--- src/rtl/vga_syncmod.sv ---
// VGA timing generator: pixel-rate divider, horizontal/vertical counters,
// active-low syncs through a configurable delay line, and a frame-start strobe.
module vga_syncmod #(
  parameter logic [9:0] SA         = 10'd96,
  parameter logic [9:0] SB         = 10'd48,
  parameter logic [9:0] SC         = 10'd640,
  parameter logic [9:0] SD         = 10'd16,
  parameter logic [9:0] SE         = 10'd800,
  parameter logic [9:0] SO         = 10'd2,
  parameter logic [9:0] SP         = 10'd33,
  parameter logic [9:0] SQ         = 10'd480,
  parameter logic [9:0] SR         = 10'd10,
  parameter logic [9:0] SS         = 10'd525,
  parameter logic [2:0] DIV        = 3'd1,
  parameter logic [1:0] SYNC_DELAY = 2'd2
) (
  input  logic        CLOCK,
  input  logic        RESET,
  input  logic        EN,
  output logic        HSYNC,
  output logic        VSYNC,
  output logic [19:0] oAddr,
  output logic        oActive,
  output logic        oFrameStart
);

  localparam int DLY = int'(SYNC_DELAY);

  if (DIV < 3'd1 || DIV > 3'd4) begin : g_bad_div
    $error("vga_syncmod: DIV must be 1..4");
  end
  if (SA + SB + SC + SD != SE) begin : g_bad_htotal
    $error("vga_syncmod: horizontal timing does not sum to SE");
  end
  if (SO + SP + SQ + SR != SS) begin : g_bad_vtotal
    $error("vga_syncmod: vertical timing does not sum to SS");
  end

  logic [2:0] dcnt_q, dcnt_d;
  logic [9:0] hcnt_q, hcnt_d;
  logic [9:0] vcnt_q, vcnt_d;
  logic       frame_q, frame_d;
  logic       tick, h_wrap, v_wrap;
  logic       hs_raw, vs_raw;

  assign tick   = EN && (dcnt_q == DIV - 3'd1);
  assign h_wrap = (hcnt_q == SE - 10'd1);
  assign v_wrap = (vcnt_q == SS - 10'd1);

  // Dropping EN parks everything at (0,0) so a restart begins a clean frame.
  always_comb begin
    dcnt_d  = dcnt_q;
    hcnt_d  = hcnt_q;
    vcnt_d  = vcnt_q;
    frame_d = 1'b0;
    if (!EN) begin
      dcnt_d = 3'd0;
      hcnt_d = 10'd0;
      vcnt_d = 10'd0;
    end else begin
      dcnt_d = tick ? 3'd0 : dcnt_q + 3'd1;
      if (tick) begin
        hcnt_d = h_wrap ? 10'd0 : hcnt_q + 10'd1;
        if (h_wrap) begin
          vcnt_d  = v_wrap ? 10'd0 : vcnt_q + 10'd1;
          frame_d = v_wrap;
        end
      end
    end
  end

  always_ff @(posedge CLOCK) begin
    if (RESET) begin
      dcnt_q  <= 3'd0;
      hcnt_q  <= 10'd0;
      vcnt_q  <= 10'd0;
      frame_q <= 1'b0;
    end else begin
      dcnt_q  <= dcnt_d;
      hcnt_q  <= hcnt_d;
      vcnt_q  <= vcnt_d;
      frame_q <= frame_d;
    end
  end

  assign hs_raw = (RESET || !EN) ? 1'b1 : (hcnt_q >= SA);
  assign vs_raw = (RESET || !EN) ? 1'b1 : (vcnt_q >= SO);

  // Tap 0 is the raw sync; tap DLY is what leaves the block (DLY=0 is a wire).
  logic [DLY:0] hs_tap, vs_tap;
  assign hs_tap[0] = hs_raw;
  assign vs_tap[0] = vs_raw;

  for (genvar gi = 0; gi < DLY; gi++) begin : g_stage
    logic hs_q, vs_q;
    always_ff @(posedge CLOCK) begin
      if (RESET) begin
        hs_q <= 1'b1;
        vs_q <= 1'b1;
      end else begin
        hs_q <= hs_tap[gi];
        vs_q <= vs_tap[gi];
      end
    end
    assign hs_tap[gi+1] = hs_q;
    assign vs_tap[gi+1] = vs_q;
  end

  assign HSYNC = hs_tap[DLY];
  assign VSYNC = vs_tap[DLY];

  assign oAddr   = RESET ? 20'd0 : {hcnt_q, vcnt_q};
  assign oActive = !RESET
                && (hcnt_q >= SA + SB) && (hcnt_q <= SA + SB + SC - 10'd1)
                && (vcnt_q >= SO + SP) && (vcnt_q <= SO + SP + SQ - 10'd1);
  assign oFrameStart = frame_q;

endmodule

--- config.mk ---
export PLATFORM = sky130hd
export DESIGN_NAME = vga_syncmod
export DESIGN_NICKNAME = d
export VERILOG_FILES = /design/src/rtl/vga_syncmod.sv
export SDC_FILE = /design/constraint.sdc
export NUM_CORES = 1
export LEC_CHECK = 0
export CAP_MARGIN = 0
export CORE_ASPECT_RATIO = 1.1
export CORE_MARGIN = 2
export CORE_UTILIZATION = 47
export DETAILED_ROUTE_END_ITERATION = 8
export PLACE_DENSITY = 0.76
export REMOVE_ABC_BUFFERS = 1
export SETUP_SLACK_MARGIN = 0.4
export SKIP_LAST_GASP = 1
export SYNTH_ARGS = -nofsm -noshare
export SYNTH_HDL_FRONTEND = slang
export SYNTH_SLANG_ARGS = --single-unit
--- constraint.sdc ---
create_clock -name CLOCK -period 2.3 [get_ports CLOCK]
set_input_delay 0.575 -clock CLOCK [delete_from_list [all_inputs] [get_ports CLOCK]]
set_output_delay 0.575 -clock CLOCK [all_outputs]
set_load 0.02 [all_outputs]
### Yosys cells after proc, flatten, opt, wreduce, memory -nomap -nowiden

Index checks and enable logic that the tools add are counted.

* add/sub/neg operators: 3
* multiply operators: 0
* div/mod/pow operators: 0
* $lt $le $gt $ge: 6
* equality and inequality tests: 2
* shift operators: 0
* multiplexer cells: 3
* bitwise gates (word level): 3
* reductions and logical operators: 14

Operator list (count)
* $add A10 B1 Y10 const B: 2
* $eq A10 B10 Y1 const B: 2
* $le A10 B10 Y1 const B: 2
* $mux W10: 2
* $mux W20: 1
* $ge A10 B2 Y1 const B: 1
* $ge A10 B6 Y1 const B: 1
* $ge A10 B7 Y1 const B: 1
* $ge A10 B8 Y1 const B: 1
* $logic_and A1 B1 Y1: 5
* $reduce_or A2 Y1: 2
* $reduce_or A4 Y1: 1
* $add A3 B1 Y3 const B: 1
* $logic_not A3 Y1: 1
* $not A1 Y1: 3
* $reduce_or A3 Y1: 1
* $logic_not A1 Y1: 2
* $reduce_and A2 Y1: 1
* $logic_or A1 B1 Y1: 1

* register bits after elaboration: 28
* bits in latches: 0
* RAM bits: 0
* memory bits (read-only): 0
* bits of input ports: 3
* output and inout bits: 24
* word-level logic and storage cells: 39
* memories kept: 0

### Logic depth before layout (Yosys ltp)

Gate-level depths: netlist of the first run.

* depth after elaboration: 5
* mapped depth: 7
* depth with buffers taken out: 6

### Worst setup path after synthesis of the first run

Ideal clock, no wire load.

* path type: input port to flip-flop
* start: input EN
* end: register vcnt_q[7]
* setup time: 70 ps
* data arrival time: 2070 ps
* required time: 2230 ps
* slack: 159 ps
* stages: 5
* buffers on the path: 1
* path through: nand3b_1 -> or4_4 -> buf_6 -> or4_1 -> a21oi_1

* cells in the longest elaborated chain, start to end: 2
* elaborated cells on any way between the ends: 4
* classes of those cells: 1 x bitwise; 3 x reduce/logical

Ends and longest elaborated chain
* start: declaration: RTL line 19 `input logic EN,`
* $logic_and A1 B1 Y1 / $not A1 Y1 (equally long branches)
* $reduce_and A2 Y1 (no source line) / $reduce_or A2 Y1 (equally long branches)
* end signal: assignment: RTL line 81 `vcnt_q <= vcnt_d;`
* end: declaration: RTL line 41 `logic [9:0] vcnt_q, vcnt_d;`

Several ways; a longest one is shown, not always the timed one.
A chain may end at the register's enable or synchronous reset.

### Worst setup path after layout of the first run

* start: register vcnt_q[8]
* end: output oActive

* cells in the longest elaborated chain, start to end: 3
* elaborated cells on any way between the ends: 4
* classes of those cells: 2 x order compare; 2 x reduce/logical

Ends and longest elaborated chain
* $ge A10 B6 Y1: RTL line 115 `&& (vcnt_q >= SO + SP) && (vcnt_q <= SO + SP + SQ - 10'd1);`
* $logic_and A1 B1 Y1: RTL line 115
* $logic_and A1 B1 Y1 (*): RTL line 115
* end: declaration: RTL line 23 `output logic oActive,`

Every way passes the cells marked *; elsewhere a longest branch is shown, timed or not.

==> results of run 1 <==
==> sequential cells by signal, summed over array words and instances (netlist names) <==
register,count
HSYNC,1
VSYNC,1
dcnt_q,3
g_stage.hs_q,1
g_stage.vs_q,1
hcnt_q,10
oFrameStart,1
vcnt_q,10
==> critical path, stage by stage, from the launching register on <==
cell	delay (ns)
dfxtp_2	0.35
or3_4	0.40
nand4b_1	0.20
a221oi_2	0.26
and3_1	0.21
buf_6	0.12
==> kinds of logic (layout without fill, tap and decap cells) <==
family	count (synthesis)	in the layout	synth area share (%)
and+or+nand+nor	99	99	35.37
DFF	28	28	36.51
buffers and inverters	20	82	5.949
AOI/OAI and AO/OA	18	18	8.231
xor gates and xnor gates	11	11	6.276
adders and majority gates	7	7	5.705
muxes	3	3	1.956
==> layer usage <==
metal  up-vias  GRT usage (%)
met5         -              0
met4         0          12.79
met3        13          2.632
met2        55          40.87
met1       771          26.36
li1        773              -
==> metrics by stage <==
stage | util (%) | worst slack (ns) | cells | hold WS, ns
finish | 71.63 | -0.1430 | 282 | 0.4280
global route | 71.63 | -0.2725 | 282 | 0.4511
CTS | 67.81 | -0.1821 | 276 | 0.4289
detailed placement | 64.51 | -0.4028 | 262 | 0.3938
global placement | 64.51 | -0.4086 | 262 | 0.3904
floorplan | - | 0.2119 | 175 | 0.3895
==> power groups by stage <==
stage	combinational (uW)	sequential, uW	clock, uW
after floorplan	17.1	504	0
after global placement	45.5	502	0
after detailed placement	46.3	503	0
after CTS	50.4	492	327
after global routing	63.8	493	347
final	59.7	492	321
==> cells in the mapped netlist (6+ instances only) <==
library cell	instances	area (sq um)
dfxtp_1	28	560.5
nor2_1	26	97.59
nor2b_1	16	100.1
inv_1	9	33.78
nand2_1	9	33.78
clkbuf_1	8	30.03
nand3_1	8	40.04
nand4_1	8	50.05
xnor2_1	8	70.07
a21oi_1	7	35.03
ha_1	7	87.58
nor3_1	6	30.03
==> worst paths after layout <==
check | from | end | slack, ns | cells after the start
hold / removal | g_stage[0].hs_q | HSYNC | 0.43 | 1
hold reg to reg | g_stage[0].hs_q | HSYNC | 0.43 | 1
setup reg to reg | hcnt_q[5] | vcnt_q[8] | 0.17 | 6
setup / recovery | vcnt_q[8] | oActive | -0.14 | 5
==> final cells by class <==
class / count / area, sq um
inverters: 9 / 33.78
clock buffers: 3 / 22.52
fillers: 232 / 872.1
repair buffers: 69 / 551.8
clock inverters: 1 / 30.03
multi-input cells: 138 / 953.4
well taps: 34 / 42.54
flip-flops and latches: 28 / 568.0
==> timing repair <==
action | CTS | global route
setup buffers | 10 | 5
setup endpoints to repair | 33 | 28
pin swaps | 9 | 9
resized for setup | 112 | 19
gates cloned | 0 | 1
==> run summary, run 1 <==
Root buf cell = clkbuf_4
Clk_skew = 0.004813 ns
Top sig layer = met4
Setup TNS = -0.1430 ns
Total number of vias = 1612
VDD IR max = 0.4063 mV
Hold buffers post-CTS = 0
Initial antenna violation count = 0
Wirelength per Cell = 15.49 um
Largest net degree at the start of global routing = 25
DP HPWL = 2719 um
WP data arrival = 1.87 ns
Syn_area_per_cell = 8.254 sq um
DIE WIDTH = 58.49 um
Synth warnings = 0
Startpoint types = register
Fmax = 409.3 MHz
Post-Layout Inst Area = 0.002202 sq mm
Port Buffers = 26
Total track usage = 23.15%
Router iterations before antenna repair = 4
Final setup viols = 1
Longest Clk Path Bufs = 2
Metal2 WL = 2343 um
Most frequent cells in the layout = 36 x buf_4, 22 x dfxtp_1, 22 x nor2_1
Status = complete, but fails checks
Seq/Total Area, Yosys = 36.51%
Area post-placement = 0.001983 sq mm
Sequential group share of total power = 56.4%
Final count of pins violating max slew = 0
Post-synth ARST share = 0%
Tcrit/Tclk final = 106.2%
Routed met3 length = 174 um
Clock share of power = 36.8%
Combinational share of power = 6.8%
Most common cell after layout, fill and taps aside = buf_4
Total gr overflow = 0
Rows = 21
Core area = 0.003074 sq mm
Synth Instances = 186
Post-Route WL = 4369 um
Switch share = 20.71%
Synth cell types = 34
Share of post-route cells with drive strength above 1 = 38.31%
Area growth syn-to-layout = 43.44%
Clock sink count = 28
Fin crit period = 2.443 ns
Top_reg_cell synth = dfxtp_1
Total power = 872.4 uW
CTS tree = done
H-tree lvl count = 1
Layout Nets = 259
Iter 0 DRT Violations = 92
Synthesized flop and latch total = 28
Power Density = 396.1 mW/mm^2
Slew headroom = 70.03%
Failing checks = negative setup slack
Post-synth EDFFs = 0
Skew-Pair Late Insertion Delay = 0.32 ns
Met1 Routed Length = 1717 um
Final Hold Viols = 0
Setup ws final = -0.1430 ns
CP Capture Type = primary output
Final GP Congestion = 0.8453
Vias in the first global route = 1578
WP data required = 1.73 ns
Worst-Margin Slew = 0.4455 ns
Die Span Y = 63.94 um
Syn Std Cell Area = 0.001535 sq mm
Maxcap violations = 0
Pint = 691.7 uW
CTS Buf Count = 3
P_leak = 0.0009083 uW
Remaining antenna violation count after routing = 0
Hold Crit Class = reg2reg
First-pass GRT wire length = 6831 um
DRC = 0
Crit Path Category = reg2out
Crit path max fanout = 2
Die ar. = 0.003740 sq mm
Avg Vias per Cell = 5.716
IO Count = 27
Effective utilization at floorplan = 49.94%
RSZ-0062 raised after global routing = true
Number of diodes = 0
NetSw = 180.6 uW
Reg clk slew, reported paths = 0.15 ns
No activity file was read; power rests on OpenSTA's default activity.
==> inputs of run 2 (changes only) <==
CELL_PAD_IN_SITES_DETAIL_PLACEMENT = 0   (was default)
CELL_PAD_IN_SITES_GLOBAL_PLACEMENT = 1   (was default)
CORE_MARGIN = 5   (was 2)
CORE_UTILIZATION = 35   (was 47)
==> run 2 against run 1 <==
Against the previous run: worst setup slack improved by 0.033 ns; die area grew 55%; highest routed layer unchanged; first-iteration DRC count is 37% lower; non-clock buffer count unchanged; the run still ends with negative setup slack left; fmax grew 1.4%; global-route usage fell by 8.6 points.
==> run summary, run 2 (synthesis gave the netlist of run 1 again) <==
Number of diodes = 0 (unchanged)
CP Capture Type = primary output
Router iterations before antenna repair = 4 (unchanged)
Vias in the first global route = 1377 (-13%)
Maxcap violations = 0 (unchanged)
Post-Route WL = 4137 um (-5.3%)
CP bufs+invs = 1 (unchanged)
Most common cell after layout, fill and taps aside = buf_4
Crit path cell chain = or3_4 > nand4b_1 > a221oi_2 > and3_1 > buf_4
Die Span Y = 79.46 um (+24%)
Wirelength per Cell = 13.70 um (-12%)
Post-Layout Inst Area = 0.002375 sq mm (+7.8%)
DP HPWL = 2722 um (+0.11%)
Failing checks = negative setup slack
Fmax = 414.9 MHz (+1.4%)
Final setup viols = 1 (unchanged)
Tcrit/Tclk final = 104.8% (-1.4 points)
Fill cells = 382 (+65%)
Skew-Pair Late Insertion Delay = 0.27 ns (-0.05 ns)
Pre-CTS setup slack = -0.4427 ns (-0.03995 ns)
Sequential group share of total power = 56.4% (about the same)
Initial antenna violation count = 0 (unchanged)
Fin crit period = 2.410 ns (-0.03283 ns)
Power Density = 366.8 mW/mm^2 (-7.4%)
Status = complete, but fails checks
DIE WIDTH = 73.15 um (+25%)
CP top delay family = simple AND/OR/NAND/NOR gates
IO Count = 27 (unchanged)
Slew headroom = 76.39% (+6.4 points)
Crit path max fanout = 2 (unchanged)
Final count of pins violating max slew = 0 (unchanged)
RSZ-0062 raised after global routing = true
Effective utilization at floorplan = 35.82% (-14 points)
NetSw = 193.6 uW (+7.2%)
Reg clk slew, reported paths = 0.10 ns (-0.05 ns)
Area growth syn-to-layout = 54.69%
Die ar. = 0.005812 sq mm (+55%)
Rows = 25 (+19%)
CTS Buf Count = 3 (unchanged)
Hold Worst Slack = 0.4171 ns (-0.01095 ns)
WP data required = 1.73 ns (about the same)
Avg Vias per Cell = 4.894 (-14%)
Total number of vias = 1478 (-8.3%)
Startpoint types = register
WP data arrival = 1.84 ns (-0.03 ns)
Total gr overflow = 0 (unchanged)
Switch share = 22.22% (+1.5 points)
Combinational share of power = 8.6% (+1.8 points)
Worst-Margin Slew = 0.3496 ns (-0.09588 ns)
Largest stage delay, worst path = 0.39 ns (about the same)
Largest net degree at the start of global routing = 16 (-36%)
Share of post-route cells with drive strength above 1 = 41.53% (+3.2 points)
Hold Crit Class = reg2reg
Root buf cell = clkbuf_8
Port Buffers = 26 (unchanged)
Iter 0 DRT Violations = 58 (-37%)
Clock sink count = 28 (unchanged)
Clock share of power = 35.1% (-1.7 points)
Setup TNS = -0.1102 ns (+0.03283 ns)
P_leak = 0.0009328 uW (+2.7%)
First-pass GRT wire length = 6686 um (-2.1%)
Total track usage = 14.52% (-8.6 points)
Final Hold Viols = 0 (unchanged)
Slowest-stage cell, CP = or3_4
Final GP Congestion = 0.7552 (-11%)
Layout Nets = 259 (unchanged)
Pint = 677.5 uW (-2.1%)
Hold buffers post-CTS = 0 (unchanged)
Area post-placement = 0.002023 sq mm (+2.0%)
CTS tree = done
Biggest regs = hcnt_q (10), vcnt_q (10), dcnt_q (3)
Setup ws final = -0.1102 ns (+0.03283 ns)
Remaining antenna violation count after routing = 0 (unchanged)
DRC = 0 (unchanged)
Fin util = 55.42% (-16 points)
Crit Path Category = reg2out
Longest Clk Path Bufs = 2 (unchanged)
Core area = 0.004285 sq mm (+39%)
H-tree lvl count = 1 (unchanged)
Most frequent cells in the layout = 34 x buf_4, 22 x dfxtp_1, 20 x nor2_1
VDD IR max = 0.1913 mV (-53%)
Clk_skew = 0.003566 ns (-0.001247 ns)
run 2: cell type report:
type	count	area [sq um]	share of cell area, %
Clock buffer	4	55.05	2.318
Inverter	9	33.78	1.423
Multi-Input combinational cell	138	1071	45.10
Sequential cell	28	568.0	23.92
Tap cell	54	67.56	2.845
Timing Repair Buffer	69	579.3	24.39
run 2: path summary, 6_finish.rpt:
| kind | start | end | slack, ns | cells past startpoint |
|---|---|---|---|---|
| setup / recovery | vcnt_q[6] | oActive | -0.11 | 5 |
| hold / removal | g_stage[0].vs_q | VSYNC | 0.42 | 1 |
| setup reg to reg | hcnt_q[6] | vcnt_q[9] | 0.24 | 5 |
| hold reg to reg | g_stage[0].vs_q | VSYNC | 0.42 | 1 |
run 2: per-stage QoR:
stage          total power, uW  std cells
3_3_place_gp             551.1        284
5_1_grt                  911.3        302
2_1_floorplan            520.9        175
4_1_cts                  867.6        297
3_5_place_dp             551.4        284
6_report                 871.0        302
run 2: per-layer routing:
metal | vias to the layer above | global-route usage, % | routed length (um) | part of all wire [%]
li1 | 769 | - | - | -
met1 | 675 | 19.85 | 1895 | 46
met2 | 32 | 23.97 | 2036 | 49
met3 | 2 | 1.889 | 177 | 4.3
met4 | 0 | 3.321 | 28 | 0.68
met5 | - | 0 | 0 | 0
run 2: power by group through the flow:
stage | clock network (uW) | logic [uW] | registers, uW
floorplan | 0 | 17.1 | 504
global placement | 0 | 48.9 | 502
detailed placement | 0 | 49.1 | 502
CTS | 311 | 65.5 | 491
global route | 339 | 80.0 | 492
finish | 305 | 74.7 | 491
run 2: repair_timing:
| item | in CTS | in global routing |
|---|---|---|
| setup endpoints to repair | 39 | 31 |
| resized for setup | 79 | 51 |
| pin swaps | 12 | 21 |
| setup buffers | 8 | 5 |
| cloned | 1 | 0 |
